$ cat src/rtl/adau1761_config_sequencer_pkg.sv
// Shared opcodes, FSM state encoding and command word for the ADAU1761 config sequencer.
package adau_cfg_pkg;

  localparam logic [8:0] OP_STOP  = 9'h0FF;
  localparam logic [8:0] OP_DELAY = 9'h0EF;
  localparam logic [8:0] OP_NOP   = 9'h0FE;
  localparam logic [8:0] OP_END   = 9'h000;

  typedef enum logic [2:0] {
    ST_IDLE,
    ST_FETCH,
    ST_DECODE,
    ST_SEND,
    ST_WAIT_RSP,
    ST_DELAY,
    ST_ABORT,
    ST_BACKOFF
  } state_e;

  typedef enum logic [2:0] {
    OPC_BYTE,
    OPC_STOP,
    OPC_DELAY,
    OPC_NOP,
    OPC_END,
    OPC_ILLEGAL
  } op_e;

  typedef struct packed {
    logic       stop;
    logic [7:0] byte_val;
  } cmd_t;

  function automatic op_e decode_op(input logic [8:0] w);
    op_e op;
    if (w[8]) begin
      op = OPC_BYTE;
    end else begin
      case (w)
        OP_STOP:  op = OPC_STOP;
        OP_DELAY: op = OPC_DELAY;
        OP_NOP:   op = OPC_NOP;
        OP_END:   op = OPC_END;
        default:  op = OPC_ILLEGAL;
      endcase
    end
    return op;
  endfunction

endpackage

$ cat src/rtl/adau1761_config_sequencer_delay_timer.sv
// Down-counter shared by DELAY ops and NACK back-off; expired_o pulses on the last counted cycle.
module adau_delay_timer #(
  parameter int DELAY_CYCLES = 100000
) (
  input  logic clk,
  input  logic rst,
  input  logic load_i,
  output logic expired_o
);

  localparam int LOAD_V = (DELAY_CYCLES < 1) ? 1 : DELAY_CYCLES;
  localparam int CNT_W  = (DELAY_CYCLES < 1) ? 1 : $clog2(DELAY_CYCLES + 1);

  logic [CNT_W-1:0] cnt_q, cnt_d;

  always_comb begin
    cnt_d = cnt_q;
    if (load_i) begin
      cnt_d = CNT_W'(LOAD_V);
    end else if (cnt_q != {CNT_W{1'b0}}) begin
      cnt_d = cnt_q - CNT_W'(1);
    end else begin
      cnt_d = cnt_q;
    end
  end

  always_ff @(posedge clk or posedge rst) begin
    if (rst) begin
      cnt_q <= {CNT_W{1'b0}};
    end else begin
      cnt_q <= cnt_d;
    end
  end

  assign expired_o = (cnt_q == CNT_W'(1));

endmodule

$ cat src/rtl/adau1761_config_sequencer.sv
// Config-ROM microcode sequencer feeding an I2C byte engine.
// Define ADAU_SEQ_RETRY_EN to enable NACK retry with rewind to the transaction start.
module adau1761_config_sequencer
  import adau_cfg_pkg::*;
#(
  parameter int ADDR_W       = 10,
  parameter int WORD_W       = 9,
  parameter int DELAY_CYCLES = 100000,
  parameter int MAX_RETRY    = 3
) (
  input  logic              clk,
  input  logic              rst,
  input  logic              start,
  output logic [ADDR_W-1:0] rom_addr,
  input  logic [WORD_W-1:0] rom_data,
  output logic              cmd_valid,
  input  logic              cmd_ready,
  output logic              cmd_stop,
  output logic [7:0]        cmd_byte,
  input  logic              rsp_valid,
  input  logic              rsp_nack,
  output logic              busy,
  output logic              done,
  output logic              error,
  output logic [7:0]        retry_cnt
);

  localparam logic [ADDR_W-1:0] LAST_ADDR = {ADDR_W{1'b1}};

  state_e            state_q, state_d;
  logic [ADDR_W-1:0] addr_q, addr_d, txn_q, txn_d;
  cmd_t              cmd_q, cmd_d;
  logic              done_q, done_d, error_q, error_d;
  logic              tmr_load_s, tmr_expired_s;
  op_e               raw_op_s, op_s;
  logic              retry_ok_s;

`ifdef ADAU_SEQ_RETRY_EN
  logic [7:0] tries_q, tries_d, retry_cnt_q, retry_cnt_d;
  assign retry_ok_s = (tries_q < 8'(MAX_RETRY));
`else
  logic [7:0] unused_max_retry_s;
  assign unused_max_retry_s = 8'(MAX_RETRY);
  assign retry_ok_s = 1'b0;
`endif

  adau_delay_timer #(.DELAY_CYCLES(DELAY_CYCLES)) u_timer (
    .clk       (clk),
    .rst       (rst),
    .load_i    (tmr_load_s),
    .expired_o (tmr_expired_s)
  );

  // The last ROM word can never advance, so anything executable there ends the program.
  always_comb begin
    raw_op_s = decode_op(rom_data[8:0]);
    if ((addr_q == LAST_ADDR) && (raw_op_s != OPC_ILLEGAL)) begin
      op_s = OPC_END;
    end else begin
      op_s = raw_op_s;
    end
  end

  always_ff @(posedge clk or posedge rst) begin
    if (rst) begin
      state_q <= ST_IDLE;
    end else begin
      state_q <= state_d;
    end
  end

  always_comb begin
    state_d = state_q;
    case (state_q)
      ST_IDLE:     state_d = start ? ST_FETCH : ST_IDLE;
      ST_FETCH:    state_d = ST_DECODE;
      ST_DECODE: begin
        case (op_s)
          OPC_BYTE, OPC_STOP: state_d = ST_SEND;
          OPC_DELAY:          state_d = ST_DELAY;
          OPC_NOP:            state_d = ST_FETCH;
          default:            state_d = ST_IDLE;
        endcase
      end
      ST_SEND: begin
        if (cmd_ready) begin
          state_d = cmd_q.stop ? ST_FETCH : ST_WAIT_RSP;
        end else begin
          state_d = ST_SEND;
        end
      end
      ST_WAIT_RSP: begin
        if (rsp_valid) begin
          state_d = rsp_nack ? ST_ABORT : ST_FETCH;
        end else begin
          state_d = ST_WAIT_RSP;
        end
      end
      ST_DELAY:    state_d = tmr_expired_s ? ST_FETCH : ST_DELAY;
      ST_ABORT: begin
        if (cmd_ready) begin
          state_d = retry_ok_s ? ST_BACKOFF : ST_IDLE;
        end else begin
          state_d = ST_ABORT;
        end
      end
      ST_BACKOFF:  state_d = tmr_expired_s ? ST_FETCH : ST_BACKOFF;
      default:     state_d = ST_IDLE;
    endcase
  end

  always_comb begin
    addr_d     = addr_q;
    txn_d      = txn_q;
    cmd_d      = cmd_q;
    done_d     = done_q;
    error_d    = error_q;
    tmr_load_s = 1'b0;
`ifdef ADAU_SEQ_RETRY_EN
    tries_d     = tries_q;
    retry_cnt_d = retry_cnt_q;
`endif
    case (state_q)
      ST_IDLE: begin
        if (start) begin
          addr_d  = {ADDR_W{1'b0}};
          txn_d   = {ADDR_W{1'b0}};
          done_d  = 1'b0;
          error_d = 1'b0;
`ifdef ADAU_SEQ_RETRY_EN
          tries_d     = 8'd0;
          retry_cnt_d = 8'd0;
`endif
        end else begin
          addr_d = addr_q;
        end
      end
      ST_DECODE: begin
        case (op_s)
          OPC_BYTE:  cmd_d = '{stop: 1'b0, byte_val: rom_data[7:0]};
          OPC_STOP:  cmd_d = '{stop: 1'b1, byte_val: 8'h00};
          OPC_DELAY: tmr_load_s = 1'b1;
          OPC_NOP:   addr_d = addr_q + ADDR_W'(1);
          OPC_END:   done_d = 1'b1;
          default:   error_d = 1'b1;
        endcase
      end
      ST_SEND: begin
        // A completed STOP closes the transaction: it becomes the new rewind point.
        if (cmd_ready && cmd_q.stop) begin
          addr_d = addr_q + ADDR_W'(1);
          txn_d  = addr_q + ADDR_W'(1);
`ifdef ADAU_SEQ_RETRY_EN
          tries_d = 8'd0;
`endif
        end else begin
          addr_d = addr_q;
        end
      end
      ST_WAIT_RSP: begin
        if (rsp_valid && rsp_nack) begin
          cmd_d = '{stop: 1'b1, byte_val: 8'h00};
        end else if (rsp_valid) begin
          addr_d = addr_q + ADDR_W'(1);
        end else begin
          addr_d = addr_q;
        end
      end
      ST_DELAY: begin
        if (tmr_expired_s) begin
          addr_d = addr_q + ADDR_W'(1);
        end else begin
          addr_d = addr_q;
        end
      end
      ST_ABORT: begin
        if (cmd_ready && retry_ok_s) begin
          tmr_load_s = 1'b1;
`ifdef ADAU_SEQ_RETRY_EN
          tries_d     = tries_q + 8'd1;
          retry_cnt_d = (retry_cnt_q == 8'hFF) ? 8'hFF : retry_cnt_q + 8'd1;
`endif
        end else if (cmd_ready) begin
          error_d = 1'b1;
        end else begin
          error_d = error_q;
        end
      end
      ST_BACKOFF: begin
        if (tmr_expired_s) begin
          addr_d = txn_q;
        end else begin
          addr_d = addr_q;
        end
      end
      default: addr_d = addr_q;
    endcase
  end

  always_ff @(posedge clk or posedge rst) begin
    if (rst) begin
      addr_q  <= {ADDR_W{1'b0}};
      txn_q   <= {ADDR_W{1'b0}};
      cmd_q   <= '{stop: 1'b0, byte_val: 8'h00};
      done_q  <= 1'b0;
      error_q <= 1'b0;
`ifdef ADAU_SEQ_RETRY_EN
      tries_q     <= 8'd0;
      retry_cnt_q <= 8'd0;
`endif
    end else begin
      addr_q  <= addr_d;
      txn_q   <= txn_d;
      cmd_q   <= cmd_d;
      done_q  <= done_d;
      error_q <= error_d;
`ifdef ADAU_SEQ_RETRY_EN
      tries_q     <= tries_d;
      retry_cnt_q <= retry_cnt_d;
`endif
    end
  end

  always_comb begin
    rom_addr  = addr_q;
    cmd_valid = (state_q == ST_SEND) || (state_q == ST_ABORT);
    cmd_stop  = cmd_q.stop;
    cmd_byte  = cmd_q.byte_val;
    busy      = (state_q != ST_IDLE);
    done      = done_q;
    error     = error_q;
`ifdef ADAU_SEQ_RETRY_EN
    retry_cnt = retry_cnt_q;
`else
    retry_cnt = 8'd0;
`endif
  end

endmodule
$ cat config.mk
export PLATFORM = sky130hd
export DESIGN_NAME = adau1761_config_sequencer
export DESIGN_NICKNAME = d
export VERILOG_FILES = /design/src/rtl/adau1761_config_sequencer_pkg.sv /design/src/rtl/adau1761_config_sequencer_delay_timer.sv /design/src/rtl/adau1761_config_sequencer.sv
export SDC_FILE = /design/constraint.sdc
export NUM_CORES = 1
export LEC_CHECK = 0
export CAP_MARGIN = 20
export CORE_MARGIN = 8
export CORE_UTILIZATION = 58
export CTS_CLUSTER_DIAMETER = 120
export CTS_CLUSTER_SIZE = 30
export DETAILED_ROUTE_END_ITERATION = 10
export PLACE_DENSITY = 0.89
export SYNTH_ARGS = -nofsm -noshare
export SYNTH_HDL_FRONTEND = slang
export SYNTH_SLANG_ARGS = --single-unit
$ cat constraint.sdc
create_clock -name clk -period 5.3 [get_ports clk]
set_clock_uncertainty 0.2 [all_clocks]
set_input_delay 0.53 -clock clk [delete_from_list [all_inputs] [get_ports clk]]
set_output_delay 0.53 -clock clk [all_outputs]
set_load 0.03 [all_outputs]
# Word-level counts from Yosys, hierarchy flattened
# Cells that the tools add are included.
[totals]
word_cells = 96
reg_bits = 51
in_bits = 15
[op_classes]
muxes = 35
eq_ne = 29
reduce_logical = 22
addsub = 2
[ops]
columns = ["cell", "count"]
rows = [
  ["$mux 10", 7],
  ["$pmux 10 s6", 1],
  ["$pmux 9 s2", 2],
  ["$mux 17", 2],
  ["$eq 9x8->1 const B", 3],
  ["$mux 3", 9],
  ["$pmux 3 s8", 1],
  ["$ne 2x2->1 const B", 10],
  ["$pmux 10 s2", 1],
  ["$eq 17x1->1 const B", 1],
  ["$reduce_bool 17->1", 1],
  ["$sub 17x1->17 const B", 1],
  ["$eq 3x3->1 const B", 5],
  ["$eq 3x2->1 const B", 4],
  ["$pmux 3 s4", 1],
  ["$add 10x1->10 const B", 1],
  ["$eq 10x10->1 const B", 1],
  ["$logic_not 9->1", 1],
  ["$mux 9", 1],
  ["$pmux 3 s3", 1],
  ["$reduce_and 3->1", 3],
  ["$reduce_and 8->1", 1],
  ["$reduce_bool 2->1", 4],
  ["$mux 1", 7],
  ["other kinds (13)", 19],
]

# Longest topological paths before layout
# Gate-level depths: netlist of run 1.
[depth]
ltp_word = 10
ltp_mapped = 7
ltp_nobuf = 6

# Hierarchy
# Synthesis of run 1 repeated with hierarchy kept, for this count alone.
[hier_totals]
cells_unflattened = 348
hier_area_um2 = 3089.2
[by_module_without_submodules]
columns = ["mod", "seq_area_each_um2", "cells_each", "instances", "area_per_inst_um2"]
rows = [
  ["adau1761_config_sequencer", 850.8, 247, 1, 2114.5],
  ["adau_delay_timer", 425.4, 101, 1, 974.7],
]

# Worst setup path before layout of run 1
# Ideal clock, no wire load.
[synth_path]
path_kind = "reg-to-reg"
start = "register addr_q[0], in the netlist rom_addr[0]"
end = "register addr_q[0], in the netlist rom_addr[0]"
arrival_time_ns = 2.235
setup_time_ns = 0.125
required_ns = 4.975
synth_period_minus_slack_ns = 2.560
slack_ns = 2.740
stages_incl_launch_ff = 8
cell_sequence = "dfrtp_1 -> ha_1 -> nand2_1 -> nor4_4 -> o41ai_2 -> o21a_1 -> buf_6 -> mux2_4"
[synth_between]
elab_chain_cells = 6
elab_cells_between_ends = 13
[synth_lines]
columns = ["item", "line", "source"]
rows = [
  ["from (decl)", "adau1761_config_sequencer.sv:31", "logic [ADDR_W-1:0] addr_q, addr_d, txn_q, txn_d;"],
  ["from (signal assigned)", "adau1761_config_sequencer.sv:202", "addr_q <= {ADDR_W{1'b0}};"],
  ["from (signal assigned)", "adau1761_config_sequencer.sv:212", "addr_q <= addr_d;"],
  ["branches (longest 6 deep; another with $add 10x1->10)", "--", ""],
]
# Several ways; the timed one is not identified. The select of a mux whose other input is x is not followed.
# A chain may end at the register's enable or synchronous reset.

# Worst setup path after layout of run 1
[layout_path]
start = "input rom_data[5]"
end = "register addr_q[3], in the netlist rom_addr[3]"
[layout_between]
elab_chain_cells = 9
elab_cells_between_ends = 12
[layout_lines]
columns = ["item", "line", "source"]
rows = [
  ["from (decl)", "adau1761_config_sequencer.sv:15", "input logic [WORD_W-1:0] rom_data,"],
  ["$eq 9x8->1 or $logic_not 9->1 (tied branches)", "adau1761_config_sequencer_pkg.sv:39", "case (w)"],
  ["$pmux 3 s4 *", "adau1761_config_sequencer_pkg.sv:39", ""],
  ["$mux 3 *", "adau1761_config_sequencer_pkg.sv:36", "if (w[8]) begin"],
  ["$ne 3x3->1", "adau1761_config_sequencer.sv:57", "if ((addr_q == LAST_ADDR) && (raw_op_s != OPC_ILLEGAL)) begin"],
  ["$logic_and 1x1->1", "adau1761_config_sequencer.sv:57", ""],
  ["$mux 3 *", "adau1761_config_sequencer.sv:57", ""],
  ["$eq 3x2->1 *", "adau1761_config_sequencer.sv:139", "case (op_s)"],
  ["$ne 2x2->1 (no source line) *", "--", ""],
  ["$reduce_and 8->1 (no source line) *", "--", ""],
]
# Mark *: on every way between the ends. The rest lies on a longest branch, timed or not.

==> results of run 1 <==
[metal layers]
metal / track usage [%] / part of all wire [%] / up-vias
met5: 0 / 0 / -
met4: 6.56 / 1.7 / 0
met3: 4.03 / 6.6 / 13
met2: 30.5 / 50 / 102
met1: 24.1 / 42 / 1204
li1: - / - / 1177
[final cells by class]
cell class	count	area, sq um
clock inverters	3	43.8
well taps	70	87.6
repair buffers	39	398
inverters	15	56.3
multi-input cells	234	1550
flip-flops and latches	51	1280
clock buffers	5	68.8
fillers	375	1560
[critical path: stages]
cell and delay [ps]:
clkdlybuf4s50_1 510, and4_1 230, nand3_2 150, o41ai_2 690, o21a_1 550, mux2_4 340
[power by group through the flow]
stage               Combinational, W  Sequential, W  Clock (W)
global route                0.000971       0.000742   0.000291
global placement            0.000870       0.000712          0
CTS                         0.000899       0.000713   0.000276
finish                      0.000900       0.000719   0.000270
floorplan                   0.000548       0.000790          0
detailed placement          0.000891       0.000717          0
[flip-flops by register name, indices dropped and copies added (netlist names)]
signal,flops
rom_addr,10
cmd_stop,1
txn_q,10
u_timer.cnt_q,17
state_q,3
error,1
cmd_byte,8
done,1
[synth_stat cells (2+ instances only)]
library cell,n
nor4_2,3
buf_2,2
nand4b_1,2
o31ai_1,3
nand3_1,18
o21a_1,2
xor2_1,13
mux2_4,4
a22o_1,8
nor3_1,4
nor4_1,6
dfrtp_1,51
a21oi_1,5
o21ai_0,19
clkbuf_1,7
nor2b_1,4
o211ai_1,19
nand2b_1,3
clkbuf_8,2
and4_1,2
a32o_1,4
nor2_1,27
buf_4,8
nand4_1,6
ha_1,3
a211oi_1,2
inv_1,15
a31oi_1,2
and3_1,2
xnor2_1,11
nand2_1,32
[cells in the final DEF (no fill, tap or decap), types with 2 or more instances in the layout]
cell	count
clkbuf_8	5
o21ai_0	19
o21a_1	2
nand4_1	6
nand3_1	18
ha_1	3
inv_1	14
nand2b_1	3
nor3_1	4
mux2_4	4
xnor2_1	11
a32o_1	4
a21oi_1	5
nor2b_1	4
a211oi_1	2
a22o_1	8
a31oi_1	2
nor4_2	4
xor2_1	13
nand4b_1	2
nor2_1	27
and4_1	2
dfrtp_1	51
nor4_1	5
and3_1	2
conb_1	8
o31ai_1	3
o211ai_1	19
nand2_1	32
clkdlybuf4s50_1	37
[cells by family (layout without fill, tap and decap cells)]
kind of cell	after synthesis	after routing	share of synthesized area (%)
and+or+nand+nor	122	122	22.6
AOI/OAI and AO/OA	71	71	17.1
DFF	51	51	42.8
buffers and inverters	35	62	6.42
xor gates and xnor gates	24	24	7.05
muxes	6	6	2.73
adders and majority gates	3	3	1.26
other	1	8	0.126
[worst max path at each step]
stage	from	endpoint	slack (ps)
3_3_place_gp	rom_data[5]	rom_addr[3]$_DFFE_PP0P_	2160
4_1_cts	rom_data[5]	rom_addr[3]$_DFFE_PP0P_	2360
6_report	rom_data[5]	rom_addr[3]$_DFFE_PP0P_	2300
5_1_grt	rom_addr[0]$_DFFE_PP0P_	rom_addr[3]$_DFFE_PP0P_	2200
3_5_place_dp	rom_data[5]	rom_addr[7]$_DFFE_PP0P_	2070
2_1_floorplan	rom_addr[0]$_DFFE_PP0P_	rom_addr[0]$_DFFE_PP0P_	2740
[through the flow]
stage	std cells	hold WS (ps)	utilization (%)	power, W
after floorplan	320	246	-	0.00134
after global placement	408	266	66.4	0.00158
after detailed placement	408	274	66.4	0.00161
after CTS	416	296	68.6	0.00189
after global routing	417	330	69.0	0.00200
final	417	292	69.0	0.00189
==> summary.txt, run 1 <==
Outcome: completed
Pint: 0.00105 W
Via-per-instance ratio: 5.99
Die area: 0.00769 sq mm
Synthesis-to-finish area growth: 16.6%
Top FF cell, synth: dfrtp_1
Initial DRC Count: 255
Routed WL: 6800 microns
Pre-CTS WS: 2070 ps
Post-synth EDFFs: 0
RSZ-0062 raised after global routing: no
Clk pwr share: 14.3%
Worst-Skew Late Latency: 310 ps
Power per cell area: 543 mW/mm^2
Post-CTS sizing: 0
CP Launch Type: input pin
Root Driver: clkbuf_8
CTS Buf Count: 5
Initial Util: 59.2%
Sequential share of the synthesized area: 42.8%
Synthesized area per cell: 9.53 sq um
Reg power frac: 38.1%
Ports: 46
Final Cycle Share: 56.7%
Post-synthesis register bit count: 51
ANT nets after route: 0
Net count, final: 364
Fmax: 333 MHz
Clock transition at path regs: 90 ps
Reg-to-reg startpoint: rom_addr[0]$_DFFE_PP0P_
Hold Crit Start: txn_q[7]$_DFFE_PP0P_
Crit path DAT: 2990 ps
Crit path kind: input pin to flop
Max Cap Viol: 0
Post-CTS setup buffer count: 0
DR vias: 2496
Sink of the worst hold path: txn_q[7]$_DFFE_PP0P_
Gr ovfl total: 0
Reg2reg end: rom_addr[3]$_DFFE_PP0P_
Critical Path RT: 5290 ps
Rel. slew slack: 44.9%
H-Tree Depth: 2
Cell Area, Synth: 0.00298 sq mm
Max VDD drop: 0.000397 V
Total GRT Usage: 18.8%
Die H: 87.7 microns
Die width: 87.7 microns
Largest net degree at the start of global routing: 52
Max clock buf depth: 2
Core area: 0.00504 sq mm
Final setup margin: 2300 ps
CP max FO: 10
Worst setup EP type: flop
Design area: 0.00348 sq mm
Vias in the first global route: 2447
Synth Instances: 313
Synth top area share: 42.8%
Hold path cells: 2
Worst-Margin Slew: 823 ps
Switching share of power: 44.4%
Synthesis Warnings: 0
Cts hold-fix bufs: 0
GPL Wtd Cong: 0.889
Fin. Hold Viols: 0
Hold Crit Class: flop to flop
Post-detail-place hpwl: 4860 microns
Share of cells above drive strength 1: 8.65%
Leading area contributor after synthesis: dfrtp_1
Fin. max-slew vios: 0
Area of placed instances: 0.00335 sq mm
Largest cells by area after synthesis: dfrtp_1 43%, o211ai_1 4.8%, nand2_1 4.0%
First-pass GRT wire length: 11600 microns
Minimum clock period: 3000 ps
Comb pwr share: 47.7%
FFs w/ async S/R, synth: 100%
CTS tree: built
Antenna Cells: 0
Router iterations before antenna repair: 5
Antenna violations before repair: 0
Net switching power: 0.000840 W
DR WL/cell: 16.3 microns
R2R Setup Slk: 2320 ps
# rows: 26
DRC viols: 0
Final setup viols: 0
P_leak: 1.36 nW
Count of input and output buffers: 37
Yosys cell types: 55
Setup TNS: 0 ps
Clock sink count: 51
FF-to-FF path depth: 6
Power figures use the tool's default switching activity.
==> inputs of run 2 (changes only) <==
- CORE_UTILIZATION: 58 -> 49
- PLACE_DENSITY: 0.89 -> 0.81
- clock period: 5.3 -> 2.5 ns (I/O delays scaled with it)
==> run 2 against run 1 <==
Combinational power rose by 140%. Highest routed layer unchanged. Die area up 15%. Cell area up 5.0%. Via count rose by 1.9%. Critical path type is now flop to flop. Critical path depth fell by 1. Sequential power is 100% higher.
==> summary.txt, run 2 (same netlist as run 1, synthesis figures left out) <==
Final Cycle Share: 92.1%
Minimum clock period: 2300 ps
Gr ovfl total: 0 (unchanged)
Top reg by flops: u_timer.cnt_q (unchanged)
Final hold slack: 80.1 ps (was 292 ps)
# rows: 28 (was 26)
Die width: 94.0 microns (was 87.7 microns)
DR vias: 2544 (was 2496)
Most common cell after layout, fill and taps aside: dfrtp_1 (unchanged)
H-Tree Depth: 2 (unchanged)
Worst-Skew Late Latency: 320 ps (was 310 ps)
Router iterations before antenna repair: 4 (was 5)
Initial DRC Count: 137 (was 255)
Number of flip-flops in the largest register: 17 (unchanged)
Total placed cells including tap cells: 438 (was 408)
CP max FO: 7 (was 10)
Max Used Layer: met4 (unchanged)
Antenna Cells: 0 (unchanged)
Max clock buf depth: 2 (unchanged)
Max Cap Viol: 0 (unchanged)
Total GRT Usage: 17.0% (was 18.8%)
Hold Crit Class: input pin to asynchronous set/reset pin (was flop to flop)
FF-to-FF path depth: 5 (was 6)
Critical Path RT: 2500 ps (was 5290 ps)
Post-detail-place hpwl: 5350 microns (was 4860 microns)
Worst-Margin Slew: 645 ps (was 823 ps)
P_leak: 1.46 nW (was 1.36 nW)
Outcome: completed (unchanged)
Synthesis-to-finish area growth: 22.5% (was 16.6%)
Largest net degree at the start of global routing: 52 (unchanged)
Post-CTS setup buffer count: 0 (unchanged)
Routed WL: 7180 microns (was 6800 microns)
Non-filler cells, final: 446 (was 417)
Cts hold-fix bufs: 0 (unchanged)
Final setup viols: 0 (unchanged)
Via-per-instance ratio: 5.70 (was 5.99)
DR WL/cell: 16.1 microns (was 16.3 microns)
Post-CTS sizing: 0 (unchanged)
Share of cells above drive strength 1: 14.8% (was 8.65%)
Reg2reg end: rom_addr[3]$_DFFE_PP0P_ (unchanged)
Fin. max-slew vios: 0 (unchanged)
Initial Util: 50.4% (was 59.2%)
Fin. Hold Viols: 0 (unchanged)
Highest-count cells in the layout ignoring fill and taps: 50 x dfrtp_1, 37 x clkdlybuf4s50_1, 32 x nand2_1 (was 51 x dfrtp_1, 37 x clkdlybuf4s50_1, 32 x nand2_1)
Reg-to-reg startpoint: u_timer.cnt_q[10]$_DFFE_PP0P_ (was rom_addr[0]$_DFFE_PP0P_)
Number of fill cells in the layout: 486 (was 375)
CP Cell Sequence: nor4_2 -> nand4_2 -> nor3_4 -> o21a_1 -> mux2_4 (was clkdlybuf4s50_1 -> and4_1 -> nand3_2 -> o41ai_2 -> o21a_1 -> mux2_4)
Ports: 46 (unchanged)
Worst setup EP type: flop (unchanged)
Met3 WL post-DR: 334 microns (was 452 microns)
Die H: 94.0 microns (was 87.7 microns)
Slowest cell delay on critical path: 440 ps (was 690 ps)
DRC viols: 0 (unchanged)
Crit path DAT: 2300 ps (was 2990 ps)
Fmax: 434 MHz
ANT nets after route: 0 (unchanged)
Count of input and output buffers: 37 (unchanged)
CP Launch Type: flop (was input pin)
R2R Setup Slk: 200 ps (was 2320 ps)
Die area: 0.00884 sq mm (was 0.00769 sq mm)
Net count, final: 388 (was 364)
Metal1 wirelength: 3140 microns (was 2860 microns)
Core area: 0.00592 sq mm (was 0.00504 sq mm)
GPL Wtd Cong: 0.891 (was 0.889)
Antenna violations before repair: 0 (unchanged)
Max VDD drop: 0.000882 V (was 0.000397 V)
Vias in the first global route: 2593 (was 2447)
CTS Buf Count: 5 (unchanged)
Power per cell area: 1130 mW/mm^2 (was 543 mW/mm^2)
Crit-path slowest cell: dfrtp_1 (was o41ai_2)
Clock transition at path regs: 100 ps (was 90 ps)
Crit path kind: flop to flop (was input pin to flop)
Root Driver: clkbuf_8 (unchanged)
Clock sink count: 51 (unchanged)
RSZ-0062 raised after global routing: no (unchanged)
DR WL met2: 3560 microns (was 3370 microns)
CTS tree: built (unchanged)
First-pass GRT wire length: 12100 microns (was 11600 microns)
Rel. slew slack: 56.6% (was 44.9%)
[run 2: cell types whose count changed in the layout (fill, tap and decap cells not counted), sizes merged]
cell	before	now
buf	2	26
bufinv	1	0
clkinv	2	1
clkinvlp	0	2
[run 2: worst max path at each step]
stage | from | end | cells past startpoint
floorplan | rom_addr[0]$_DFFE_PP0P_ | rom_addr[0]$_DFFE_PP0P_ | 7
global placement | rom_data[2] | rom_addr[7]$_DFFE_PP0P_ | 6
detailed placement | rom_data[2] | rom_addr[3]$_DFFE_PP0P_ | 6
CTS | state_q[2]$_DFF_PP0_ | busy | 3
global route | u_timer.cnt_q[10]$_DFFE_PP0P_ | rom_addr[3]$_DFFE_PP0P_ | 5
finish | u_timer.cnt_q[10]$_DFFE_PP0P_ | rom_addr[3]$_DFFE_PP0P_ | 5
[run 2: cell type report]
type	instances	area (sq um)	area share (%)
inverter	15	56.3	1.54
sequential	51	1280	35.0
clock inverter	3	20.0	0.548
timing repair buffer	63	578	15.8
multi-input combinational	234	1560	42.7
tap	75	93.8	2.57
clock buffer	5	68.8	1.88
[run 2: per-stage QoR]
step	area, sq um	util, %	setup TNS [ps]	worst slack [ps]	power [W]
global route	3650	61.7	0	45.4	0.00438
floorplan	3020	-	0	7.26	0.00285
global placement	3560	60.2	0	29.3	0.00357
detailed placement	3560	60.2	-57.6	-16.7	0.00363
finish	3650	61.7	0	198	0.00412
CTS	3650	61.7	0	62.3	0.00413
[run 2: report_power, final]
group,internal [W],switching (W),leakage (nW),total [W]
Combinational,0.000965,0.00123,0.813,0.00219
Clock,0.000195,0.000288,0.0402,0.000483
Sequential,0.00113,0.000314,0.609,0.00144
Total,0.00229,0.00183,1.46,0.00412
[run 2: critical path, delay by kind of cell (launching register included)]
kind / cells / cell delay, ps
muxes: 1 / 330
DFF: 1 / 440
and+or+nand+nor: 3 / 830
AOI/OAI and AO/OA: 1 / 380
[run 2: per-layer routing]
layer	vias up	GRT usage, %
met5	-	0
met4	0	6.87
met3	11	2.80
met2	69	28.4
met1	1236	21.3
li1	1228	-
